==> config.mk <==
export PLATFORM = sky130hd
export DESIGN_NAME = ins_mem_loader
export DESIGN_NICKNAME = d
export VERILOG_FILES = /design/src/rtl/ins_mem_loader_pkg.sv /design/src/rtl/ins_mem_loader_word_assembler.sv /design/src/rtl/ins_mem_loader.sv
export SDC_FILE = /design/constraint.sdc
export NUM_CORES = 1
export LEC_CHECK = 0
export CAP_MARGIN = 30
export CORE_MARGIN = 2
export CORE_UTILIZATION = 30
export DETAILED_ROUTE_END_ITERATION = 8
export PLACE_DENSITY_LB_ADDON = 0.3
export SLEW_MARGIN = 20
export SYNTH_ARGS = -nofsm -noshare
export SYNTH_HDL_FRONTEND = slang
export SYNTH_SLANG_ARGS = --single-unit
==> constraint.sdc <==
create_clock -name clk -period 2.46 [get_ports clk]
set_clock_uncertainty 0.15 [all_clocks]
set_input_delay 0.492 -clock clk [delete_from_list [all_inputs] [get_ports clk]]
set_output_delay 0.492 -clock clk [all_outputs]
set_load 0.02 [all_outputs]
==> src/rtl/ins_mem_loader_pkg.sv <==
// ins_mem_pkg: shared types and constants for the instruction-memory loader.
//   state_t       loader FSM states
//   WORDS_DEFAULT default instruction-memory depth in words
//   BYTE_W        stream byte width
//   WORD_BYTES    bytes per instruction word
package ins_mem_pkg;

  localparam int WORDS_DEFAULT = 32;
  localparam int BYTE_W        = 8;
  localparam int WORD_BYTES    = 4;

  typedef enum logic [2:0] {
    IDLE  = 3'd0,
    LEN   = 3'd1,
    DATA  = 3'd2,
    WRITE = 3'd3,
    DONE  = 3'd4,
    ERR   = 3'd5,
    CHK   = 3'd6
  } state_t;

endpackage

==> src/rtl/ins_mem_loader_word_assembler.sv <==
// word_assembler: packs little-endian stream bytes into a 32-bit word.
//   clk, rst_n  clock, asynchronous active-low reset
//   clear       resets the byte lane pointer and lane register
//   load        writes byte_in into the current lane and advances the pointer
//   byte_in     stream byte
//   word_next   lane register with byte_in merged into the current lane
//               (the complete word when full is high)
//   full        this load completes a word (pointer at the last lane)
module word_assembler
  import ins_mem_pkg::*;
(
  input  logic                         clk,
  input  logic                         rst_n,
  input  logic                         clear,
  input  logic                         load,
  input  logic [BYTE_W-1:0]            byte_in,
  output logic [BYTE_W*WORD_BYTES-1:0] word_next,
  output logic                         full
);

  logic [1:0]                   byte_idx;
  logic [BYTE_W*WORD_BYTES-1:0] lanes;

  always_comb begin
    word_next = lanes;
    word_next[{byte_idx, 3'b000} +: BYTE_W] = byte_in;
  end

  assign full = load && (byte_idx == 2'd3);

  always_ff @(posedge clk or negedge rst_n) begin
    if (!rst_n) begin
      byte_idx <= '0;
      lanes    <= '0;
    end else if (clear) begin
      byte_idx <= '0;
      lanes    <= '0;
    end else if (load) begin
      lanes    <= word_next;
      byte_idx <= byte_idx + 2'd1;
    end
  end

endmodule

==> src/rtl/ins_mem_loader.sv <==
// ins_mem_loader: receives a framed byte stream (length byte N, then 4*N
// little-endian data bytes) and writes each assembled word into the
// instruction memory, stalling the CPU while a frame is in progress.
// Optional: INS_MEM_LOADER_CHECKSUM_EN adds a trailing XOR checksum byte.
//   clk, rst_n            clock, asynchronous active-low reset
//   start                 begins a frame (honoured in IDLE, DONE, ERR)
//   byte_in, byte_valid   stream input; byte_ready is the handshake reply
//   wr_en/wr_addr/wr_data instruction memory write port (byte address)
//   busy, cpu_stall       frame in progress
//   done, err             sticky frame outcome, cleared by next start
//
// state | meaning
// IDLE  | waiting for first start
// LEN   | accepting length byte
// DATA  | accepting data bytes of the current word
// WRITE | one-cycle write strobe for the assembled word
// CHK   | accepting checksum byte (checksum build only)
// DONE  | frame loaded successfully
// ERR   | bad length or checksum mismatch
module ins_mem_loader
  import ins_mem_pkg::*;
#(
  parameter int WORDS = WORDS_DEFAULT,
  parameter int CNT_W = 6
) (
  input  logic              clk,
  input  logic              rst_n,
  input  logic              start,
  input  logic [BYTE_W-1:0] byte_in,
  input  logic              byte_valid,
  output logic              byte_ready,
  output logic              wr_en,
  output logic [31:0]       wr_addr,
  output logic [31:0]       wr_data,
  output logic              busy,
  output logic              cpu_stall,
  output logic              done,
  output logic              err
);

  localparam logic [BYTE_W-1:0] MAX_LEN = BYTE_W'(WORDS);

  state_t state_q, state_d;

  logic [CNT_W-1:0]             len_q;
  logic [CNT_W-1:0]             word_idx;
  logic [31:0]                  wr_addr_q;
  logic [BYTE_W*WORD_BYTES-1:0] wr_data_q;
  logic [BYTE_W*WORD_BYTES-1:0] word_next;
  logic                         word_full;
  logic                         asm_clear;
  logic                         asm_load;
  logic                         len_ok;
  logic                         last_word;

`ifdef INS_MEM_LOADER_CHECKSUM_EN
  logic [BYTE_W-1:0] xor_q;
`endif

  // byte_ready depends only on state, so the handshake terms below carry no
  // combinational path back through the next-state logic.
`ifdef INS_MEM_LOADER_CHECKSUM_EN
  assign byte_ready = (state_q == LEN) || (state_q == DATA) || (state_q == CHK);
  assign busy       = (state_q == LEN) || (state_q == DATA) ||
                      (state_q == WRITE) || (state_q == CHK);
`else
  assign byte_ready = (state_q == LEN) || (state_q == DATA);
  assign busy       = (state_q == LEN) || (state_q == DATA) || (state_q == WRITE);
`endif

  assign cpu_stall = busy;
  assign wr_en     = (state_q == WRITE);
  assign done      = (state_q == DONE);
  assign err       = (state_q == ERR);
  assign wr_addr   = wr_addr_q;
  assign wr_data   = wr_data_q;

  assign len_ok    = (byte_in != '0) && (byte_in <= MAX_LEN);
  assign last_word = (word_idx == len_q - 1'b1);
  assign asm_clear = (state_q == LEN) && byte_valid;
  assign asm_load  = (state_q == DATA) && byte_valid;

  word_assembler u_asm (
    .clk      (clk),
    .rst_n    (rst_n),
    .clear    (asm_clear),
    .load     (asm_load),
    .byte_in  (byte_in),
    .word_next(word_next),
    .full     (word_full)
  );

  always_comb begin
    state_d = state_q;
    case (state_q)
      IDLE, DONE, ERR: if (start) state_d = LEN;
      LEN:   if (byte_valid) state_d = len_ok ? DATA : ERR;
      DATA:  if (word_full) state_d = WRITE;
      WRITE: begin
        if (last_word) begin
`ifdef INS_MEM_LOADER_CHECKSUM_EN
          state_d = CHK;
`else
          state_d = DONE;
`endif
        end else begin
          state_d = DATA;
        end
      end
`ifdef INS_MEM_LOADER_CHECKSUM_EN
      CHK:   if (byte_valid) state_d = (byte_in == xor_q) ? DONE : ERR;
`endif
      default: state_d = IDLE;
    endcase
  end

  always_ff @(posedge clk or negedge rst_n) begin
    if (!rst_n) begin
      state_q <= IDLE;
    end else begin
      state_q <= state_d;
    end
  end

  // Write port registers are loaded only when a word completes, so they stay
  // stable everywhere outside WRITE.
  always_ff @(posedge clk or negedge rst_n) begin
    if (!rst_n) begin
      len_q     <= '0;
      word_idx  <= '0;
      wr_addr_q <= '0;
      wr_data_q <= '0;
    end else begin
      if (asm_clear && len_ok) begin
        len_q    <= byte_in[CNT_W-1:0];
        word_idx <= '0;
      end
      if (word_full) begin
        wr_addr_q <= {{(32-CNT_W-2){1'b0}}, word_idx, 2'b00};
        wr_data_q <= word_next;
      end
      if ((state_q == WRITE) && !last_word) begin
        word_idx <= word_idx + 1'b1;
      end
    end
  end

`ifdef INS_MEM_LOADER_CHECKSUM_EN
  always_ff @(posedge clk or negedge rst_n) begin
    if (!rst_n) begin
      xor_q <= '0;
    end else if (asm_clear) begin
      xor_q <= '0;
    end else if (asm_load) begin
      xor_q <= xor_q ^ byte_in;
    end
  end
`endif

endmodule

* Word level (Yosys, flattened, before mapping) *
Index checks and enable logic that the tools add are counted.

cells by class
  add/subtract/negate cells = 4
  $lt $le $gt $ge = 1
  equality and inequality tests = 10
  shift-type cells = 2
  mux-type cells = 13
  reduce and logical (&&, ||, !) cells = 15

operator list
  kind                                                                              count
  32-bit 2-to-1 mux                                                                 2
  32-bit bitwise mux                                                                1
  8-bit by 7-bit variable shift with 32-bit output, first input constant            1
  8-bit by 7-bit variable part select with 32-bit output                            1
  3-bit 2-to-1 mux                                                                  5
  6-bit 2-to-1 mux                                                                  2
  3-bit one-hot mux with 4 select lines                                             1
  8-bit by 6-bit less-or-equal comparator with 1-bit output, second input constant  1
  8-bit nonzero test                                                                1
  5-bit negator with 7-bit output                                                   1
  6-bit by 1-bit adder with 6-bit output, second input constant                     1
  3-bit by 2-bit equality test with 1-bit output, second input constant             2
  3-bit equality test, second input constant                                        2
  6-bit equality test                                                               1
  1-bit logical AND                                                                 6
  6-bit by 1-bit subtractor with 6-bit output, second input constant                1
  2-bit 2-to-1 mux                                                                  2
  2-bit != test, second input constant                                              2
  2-bit nonzero test                                                                2
  3-bit by 1-bit equality test with 1-bit output, second input constant             1
  3-bit zero test                                                                   1
  3-bit AND reduction                                                               1
  3-bit OR reduction                                                                1
  2-bit by 1-bit adder with 2-bit output, second input constant                     1
  4 further kinds                                                                   5

word-level totals
  register bits after elaboration = 87
  output and inout bits = 70

* Longest topological paths before layout *
Gate-level depths: netlist of run 1.

  word-level depth = 5
  gate-level depth with buffers = 8
  mapped depth without buffers = 8

* Modules after synthesis *
A second synthesis of run 1 with hierarchy kept.

second synthesis, totals
  cells, all modules = 411
  area total of the unflattened synthesis = 4493.1 µm²

modules (own cells, without submodules)
  module          times used  cells an instance  area each (µm²)
  ins_mem_loader  1           211                2532.4
  word_assembler  1           200                1960.6

* Least setup slack after synthesis of run 1 *
Ideal clock, no wire load.

  path type = input to register
  from = input byte_in[2]
  to = register len_q[0]
  library setup time = 0.125 ns
  arrival time = 2.593 ns
  path slack = -0.408 ns
  stages on the path = 7
  path buffers = 2
  cells stage by stage = buf_2 -> or4_4 -> o21ai_1 -> or4b_4 -> or4_4 -> buf_6 -> mux2_4

between the ends
  longest elaborated chain between the ends = 3
  elaborated cells on any way between the ends = 4
  those cells by class = order compare: 1; reduce/logical: 3

ends and longest elaborated chain
  what                                                                                                    line                   RTL
  start: declaration                                                                                      ins_mem_loader.sv:29   input logic [BYTE_W-1:0] byte_in,
  8-bit by 6-bit less-or-equal comparator with 1-bit output / 8-bit nonzero test (equally long branches)  ins_mem_loader.sv:78   assign len_ok = (byte_in != '0) && (byte_in <= MAX_LEN);
  1-bit logical AND (*)                                                                                   ins_mem_loader.sv:78
  1-bit logical AND (*)                                                                                   ins_mem_loader.sv:134  if (asm_clear && len_ok) begin
  end signal: assignment                                                                                  ins_mem_loader.sv:135  len_q <= byte_in[CNT_W-1:0];
  end: declaration                                                                                        ins_mem_loader.sv:45   logic [CNT_W-1:0] len_q;

Mark *: on every way between the ends. The rest lies on a longest branch, timed or not.
A chain may end at the register's enable or synchronous reset.

* Worst setup path after layout of run 1 *
  from = input byte_in[1]
  to = register len_q[2]

The elaborated chain is that of the path after synthesis.

==> impl_metrics.ini, run 1 <==
[floorplan]
num_io_pins = 82
start_util_pct = 30.4
rows = 42
die_h_um = 119
die_x_um = 119
coreArea_sq_um = 13100
die-area_sq_um = 14200

[cts]
numCtsBuffers = 9
root_buffer = clkbuf_16
clk_pin_slew_ns = 0.06
ctsHoldBuffers = 0
clockBufferDepth = 2
clk_latency_ns = 0.33
clkSinkCount = 79
cts_tree = built
h-tree-depth = 3

[hold_path]
hold_class = input pin to asynchronous set/reset pin

[worst_setup_path]
endpoint_kind = flop
critPathMaxFanout = 7
worstSetupPathType = input pin to flop
critical_path_arrival_ns = 2.58
crit_required_ns = 2.52
start_kind = input pin

[placement]
place_ws_ns = -0.855
gp_congestion = 0.828
place_hpwl_mm = 6.75
portBuffers = 55

[power_and_ir_drop]
pwr-share-clk_pct = 32.6
switching_share_pct = 32.1
powerDensity_nw_per_um2 = 810
internal-power_uw = 2810
p_leak_uw = 0.00236
switchingPower_uw = 1330
seqPwrFrac_pct = 38.3
comb_power_share_pct = 29.0
ir_worst_vdd_uv = 405

[global_route]
grt_pass1_wl_mm = 15.0
grt_pass1_vias = 2865
grt_antenna_before_repair = 0
grtUsageTotal_pct = 13.4
grt_max_degree = 45
grt.overflow.total = 0

[route]
vias_per_cell = 4.67
post_drt_wl_per_cell_um = 14.7
detail_route.first_pass.iterations = 4
drtIter0Drc = 213
drc = 0
antenna_left = 0
routed_wl_mm = 9.55
vias = 3023

[final_layout]
syn_to_final_growth_pct = 28.7
drive_gt1_share_pct = 15.7
fin_nets = 486
n_antenna_cell = 0
final_util_pct = 39.1

[synth]
syn_area_sq_um = 3980
ys_seq_area_share_pct = 49.7
yosysMostFrequentCell = dfrtp_1
synth_cell_types = 41
ys_ff_latch = 79
syn_avg_cell_area_sq_um = 9.84
synth_common_cells = dfrtp_1, nand2_1, o21ai_0
ys_dominant_reg_cell = dfrtp_1
synthCells = 404
yosys_warnings = 0
yosys.area.top_type = dfrtp_1
yosys-top-cells-area = dfrtp_1, a22o_1, nor2b_1, buf_4, nand2_1
yosysTopAreaCellShare_pct = 49.7
synthArstFlopShare_pct = 100
synth-edff-count = 0

[timing]
whs_ns = -0.0119
setup_viol = 12
final_hold_viol_count = 4
slew_headroom_pct = 64.2
tightestPinTransition_ns = 0.537
fmax_mhz = 397
post-route-period-util_pct = 102
fin_ws_ns = -0.0577
min_period_ns = 2.52
drv_slew = 0
rsz0062_at_grt = yes

[status]
status = finished with violations
violations = negative hold slack, negative setup slack

[job]
drv_cap = 0
cell usage in the layout (no fill, tap or decap), drive strengths merged, types with 4 or more instances in the layout:
| cell | synthesis | routed |
|---|---|---|
| inv | 11 | 11 |
| ha | 7 | 7 |
| a22o | 32 | 32 |
| nand3 | 8 | 8 |
| dfrtp | 79 | 79 |
| nor3 | 4 | 4 |
| conb | 1 | 26 |
| clkbuf | 23 | 12 |
| xnor2 | 5 | 5 |
| and2 | 4 | 4 |
| nor2 | 9 | 9 |
| mux2 | 11 | 11 |
| nand2 | 50 | 50 |
| and3 | 4 | 4 |
| a21oi | 29 | 29 |
| buf | 34 | 33 |
| clkdlybuf4s50 | 0 | 48 |
| nor2b | 33 | 33 |
| o21ai | 38 | 38 |
sequential cells by signal, summed over array words and instances, names as in the netlist:
register	cells
wr_data	32
u_asm.lanes	24
len_q	6
word_idx	6
wr_addr	6
state_q	3
u_asm.byte_idx	2
through the flow:
stage	total power [uW]	area, sq um	std cells	TNS [ns]	hold slack (ns)
floorplan	2380	4080	429	-3.55	0.0464
finish	4140	5110	648	-0.423	-0.0119
global placement	2740	4740	632	-10.91	0.317
detailed placement	2770	4740	632	-11.02	0.320
CTS	4170	5080	648	-2.36	0.00631
global route	4360	5110	648	-0.793	0.0293
per-layer routing:
layer	GRT usage, %	vias up	wire [um]
met3	2.54	14	380
met1	18.3	1464	4510
li1	-	1467	-
met5	0	-	0
met4	4.54	0	136
met2	21.4	78	4520
critical path: stages:
cell     delay [ns]
buf_6          0.09
or4_4          0.55
o21ai_2        0.12
or4b_4         0.47
or4_4          0.52
mux2_4         0.33
area by class of cell:
class,instances,area (sq um)
fill,1264,7970
clock buffer,12,256
sequential,79,1980
inverter,11,41.3
tap,176,220
timing repair buffer,84,795
multi-input combinational,282,1770
clock inverter,4,53.8
kinds of logic (layout without fill, tap and decap cells):
group | after synthesis | in the layout | synth area share, %
simple gates | 121 | 121 | 15.7
flops | 79 | 79 | 49.7
other cells | 1 | 26 | 0.0943
mux | 11 | 11 | 3.59
compound gates | 109 | 109 | 17.5
xor+xnor | 8 | 8 | 1.76
buf+inv | 68 | 111 | 9.41
fa+ha+maj | 7 | 7 | 2.20
repair_timing:
action	CTS	global route
endpoints found under the setup margin	17	14
resized for setup	28	7
pin swaps	6	3
buffers inserted	0	0
power groups by stage:
stage / sequential, uW / combinational (uW) / clock (uW)
2_1_floorplan: 1520 / 858 / 0
3_3_place_gp: 1590 / 1140 / 0
3_5_place_dp: 1600 / 1170 / 0
4_1_cts: 1580 / 1200 / 1390
5_1_grt: 1610 / 1320 / 1430
6_report: 1590 / 1200 / 1350
final timing paths:
| path | from | to | slack, ns | depth (start not counted) |
|---|---|---|---|---|
| setup / recovery | byte_in[1] | len_q[2]$_DFFE_PN0P_ | -0.06 | 6 |
| hold / removal | rst_n | wr_addr[2]$_DFFE_PN0P_ | -0.01 | 1 |
| setup reg to reg | len_q[0]$_DFFE_PN0P_ | state_q[1]$_DFFE_PN0P_ | 0.16 | 9 |
| hold reg to reg | wr_data[0]$_DFFE_PN0P_ | wr_data[0]$_DFFE_PN0P_ | 0.33 | 2 |
| max in group asynchronous | rst_n | state_q[1]$_DFFE_PN0P_ | 1.56 | 2 |
| min in group clk | wr_data[0]$_DFFE_PN0P_ | wr_data[0]$_DFFE_PN0P_ | 0.33 | 2 |
Power figures use the tool's default switching activity.
==> run 2: changes to the inputs <==
==> constraint.sdc (replaced) <==
create_clock -name clk -period 2.3 [get_ports clk]
set_clock_uncertainty 0.15 [all_clocks]
set_input_delay 0.46 -clock clk [delete_from_list [all_inputs] [get_ports clk]]
set_output_delay 0.46 -clock clk [all_outputs]
set_load 0.02 [all_outputs]
==> run 2 against run 1 <==
The run ends with negative setup slack left. Via count is 1.9% higher. Non-clock buffer count up 6. Final cell count rose by 0.93%. Sequential share of layout area decreased by 0.84 points. Core utilization is 0.87 points higher. Combinational power increased by 17%. Worst hold slack improved by 0.34 ns. Power increased by 15%.
==> impl_metrics.ini, run 2 (synthesized netlist as in run 1, its figures left out) <==
[worst_setup_path]
r2r_start = u_asm.byte_idx[0]$_DFFE_PN0P_
worstSetupPathType = input pin to flop
start_kind = input pin
crit_required_ns = 2.38
critical_path_arrival_ns = 2.55
critPathMaxFanout = 8
ff2ff_setup_slack_ns = 0.05
endpoint_kind = flop
r2r_cells = 6
reg2reg_to = len_q[1]$_DFFE_PN0P_

[cts]
clockBufferDepth = 2
root_buffer = clkbuf_16
numCtsBuffers = 9
clk_pin_slew_ns = 0.06
clkSinkCount = 79
h-tree-depth = 3
clk_latency_ns = 0.34
cts_tree = built

[final_layout]
mostFrequentLayoutCells = dfrtp_1, nand2_1, clkdlybuf4s50_1
fill_cells = 1265
ff_latch_area_sq_um = 1980
layout_commonest_cell = dfrtp_1
n_antenna_cell = 0
fin_nets = 492
drive_gt1_share_pct = 17.2
multi_input_area_sq_um = 1790
syn_to_final_growth_pct = 31.5
largest_reg_flops = 32
stdcell_area_sq_um = 5230

[timing]
final_hold_viol_count = 0
post-route-period-util_pct = 108
fmax_mhz = 404
drv_slew = 0
setup_viol = 12
fin_ws_ns = -0.176
whs_ns = 0.324
min_period_ns = 2.48
rsz0062_at_grt = yes

[route]
detail_route.first_pass.iterations = 4
vias_per_cell = 4.71
post_drt_wl_per_cell_um = 15.0
vias = 3079
drc = 0
drtIter0Drc = 148
antenna_left = 0
routed_wl_mm = 9.79

[power_and_ir_drop]
internal-power_uw = 3210
p_leak_uw = 0.00243
switchingPower_uw = 1530
powerDensity_nw_per_um2 = 907
pwr-share-clk_pct = 35.0
ir_worst_vdd_uv = 302
comb_power_share_pct = 29.5
switching_share_pct = 32.3
seqPwrFrac_pct = 35.5

[floorplan]
rows = 42
die_h_um = 119
die_x_um = 119
coreArea_sq_um = 13100
num_io_pins = 82
die-area_sq_um = 14200
start_util_pct = 30.4

[hold_path]
hold_end = wr_data[1]$_DFFE_PN0P_
hold_class = flop to flop
hold_start = wr_data[1]$_DFFE_PN0P_
min_path_cells = 2

[placement]
place_ws_ns = -0.982
place_hpwl_mm = 6.93
placed_area_sq_um = 4780
portBuffers = 55
gp_congestion = 0.844

[global_route]
grt.overflow.total = 0
grt_pass1_vias = 3021
grt_antenna_before_repair = 0
grt_pass1_wl_mm = 15.8
grt_max_degree = 43
grtUsageTotal_pct = 14.3

[job]
drv_cap = 0

[status]
status = finished with violations
violations = negative setup slack
## run 2: metal layers
metal | part of all wire (%) | GRT usage (%) | vias up
met5 | 0 | 0 | -
met4 | 1.9 | 6.25 | 0
met3 | 4.9 | 3.35 | 15
met2 | 48 | 22.2 | 79
met1 | 46 | 18.9 | 1510
li1 | - | - | 1475
## run 2: final cells by class
class / count / share of cell area (%)
Clock buffer: 9 / 4.31
Clock inverter: 7 / 2.30
Inverter: 11 / 0.790
Multi-Input combinational cell: 282 / 34.2
Sequential cell: 79 / 37.8
Tap cell: 176 / 4.21
Timing Repair Buffer: 90 / 16.3
## run 2: through the flow
stage	power (uW)	util [%]	std cells	setup TNS, ns
final	4740	40.0	654	-1.62
after global routing	5000	40.0	654	-2.15
after CTS	4660	39.2	652	-3.47
after detailed placement	2990	36.5	635	-12.91
after global placement	2950	36.5	635	-12.91
after floorplan	2550	-	429	-5.08
## run 2: power by group through the flow
stage                     sequential [uW]  combinational [uW]  clock, uW
final                                1680                1400       1660
after global routing                 1700                1540       1750
after CTS                            1680                1290       1690
after detailed placement             1700                1290          0
after global placement               1690                1260          0
after floorplan                      1630                 924          0
## run 2: what timing repair did
item / 4_1_cts / 5_1_grt
hold endpoints to repair: 19 / 0
buffers inserted: 0 / 2
resized for setup: 24 / 17
hold buffers: 1 / 0
setup endpoints to repair: 20 / 25
pin swaps: 3 / 6
## run 2: how the worst max path moves through the flow
stage | startpoint | endpoint | cells after the start
floorplan | byte_in[3] | len_q[0]$_DFFE_PN0P_ | 7
global placement | byte_in[3] | len_q[5]$_DFFE_PN0P_ | 6
detailed placement | byte_in[3] | len_q[5]$_DFFE_PN0P_ | 6
CTS | byte_in[3] | len_q[1]$_DFFE_PN0P_ | 6
global route | byte_in[1] | len_q[1]$_DFFE_PN0P_ | 6
finish | byte_in[1] | len_q[1]$_DFFE_PN0P_ | 6
## run 2: worst max-delay path: stages
cell and delay, ns:
buf_6 0.09, or4_4 0.56, o21ai_2 0.12, or4b_4 0.47, or4_4 0.53, mux2_4 0.33
==> run 3: changes to the inputs <==
--- a/config.mk
+++ b/config.mk
@@ -9,6 +9,7 @@
 export CORE_MARGIN = 2
 export CORE_UTILIZATION = 30
 export DETAILED_ROUTE_END_ITERATION = 8
+export HOLD_SLACK_MARGIN = 0.05
 export PLACE_DENSITY_LB_ADDON = 0.3
 export SLEW_MARGIN = 20
 export SYNTH_ARGS = -nofsm -noshare
==> results of run 3 <==
Final layout, timing and power as in run 2 (identical DEF).
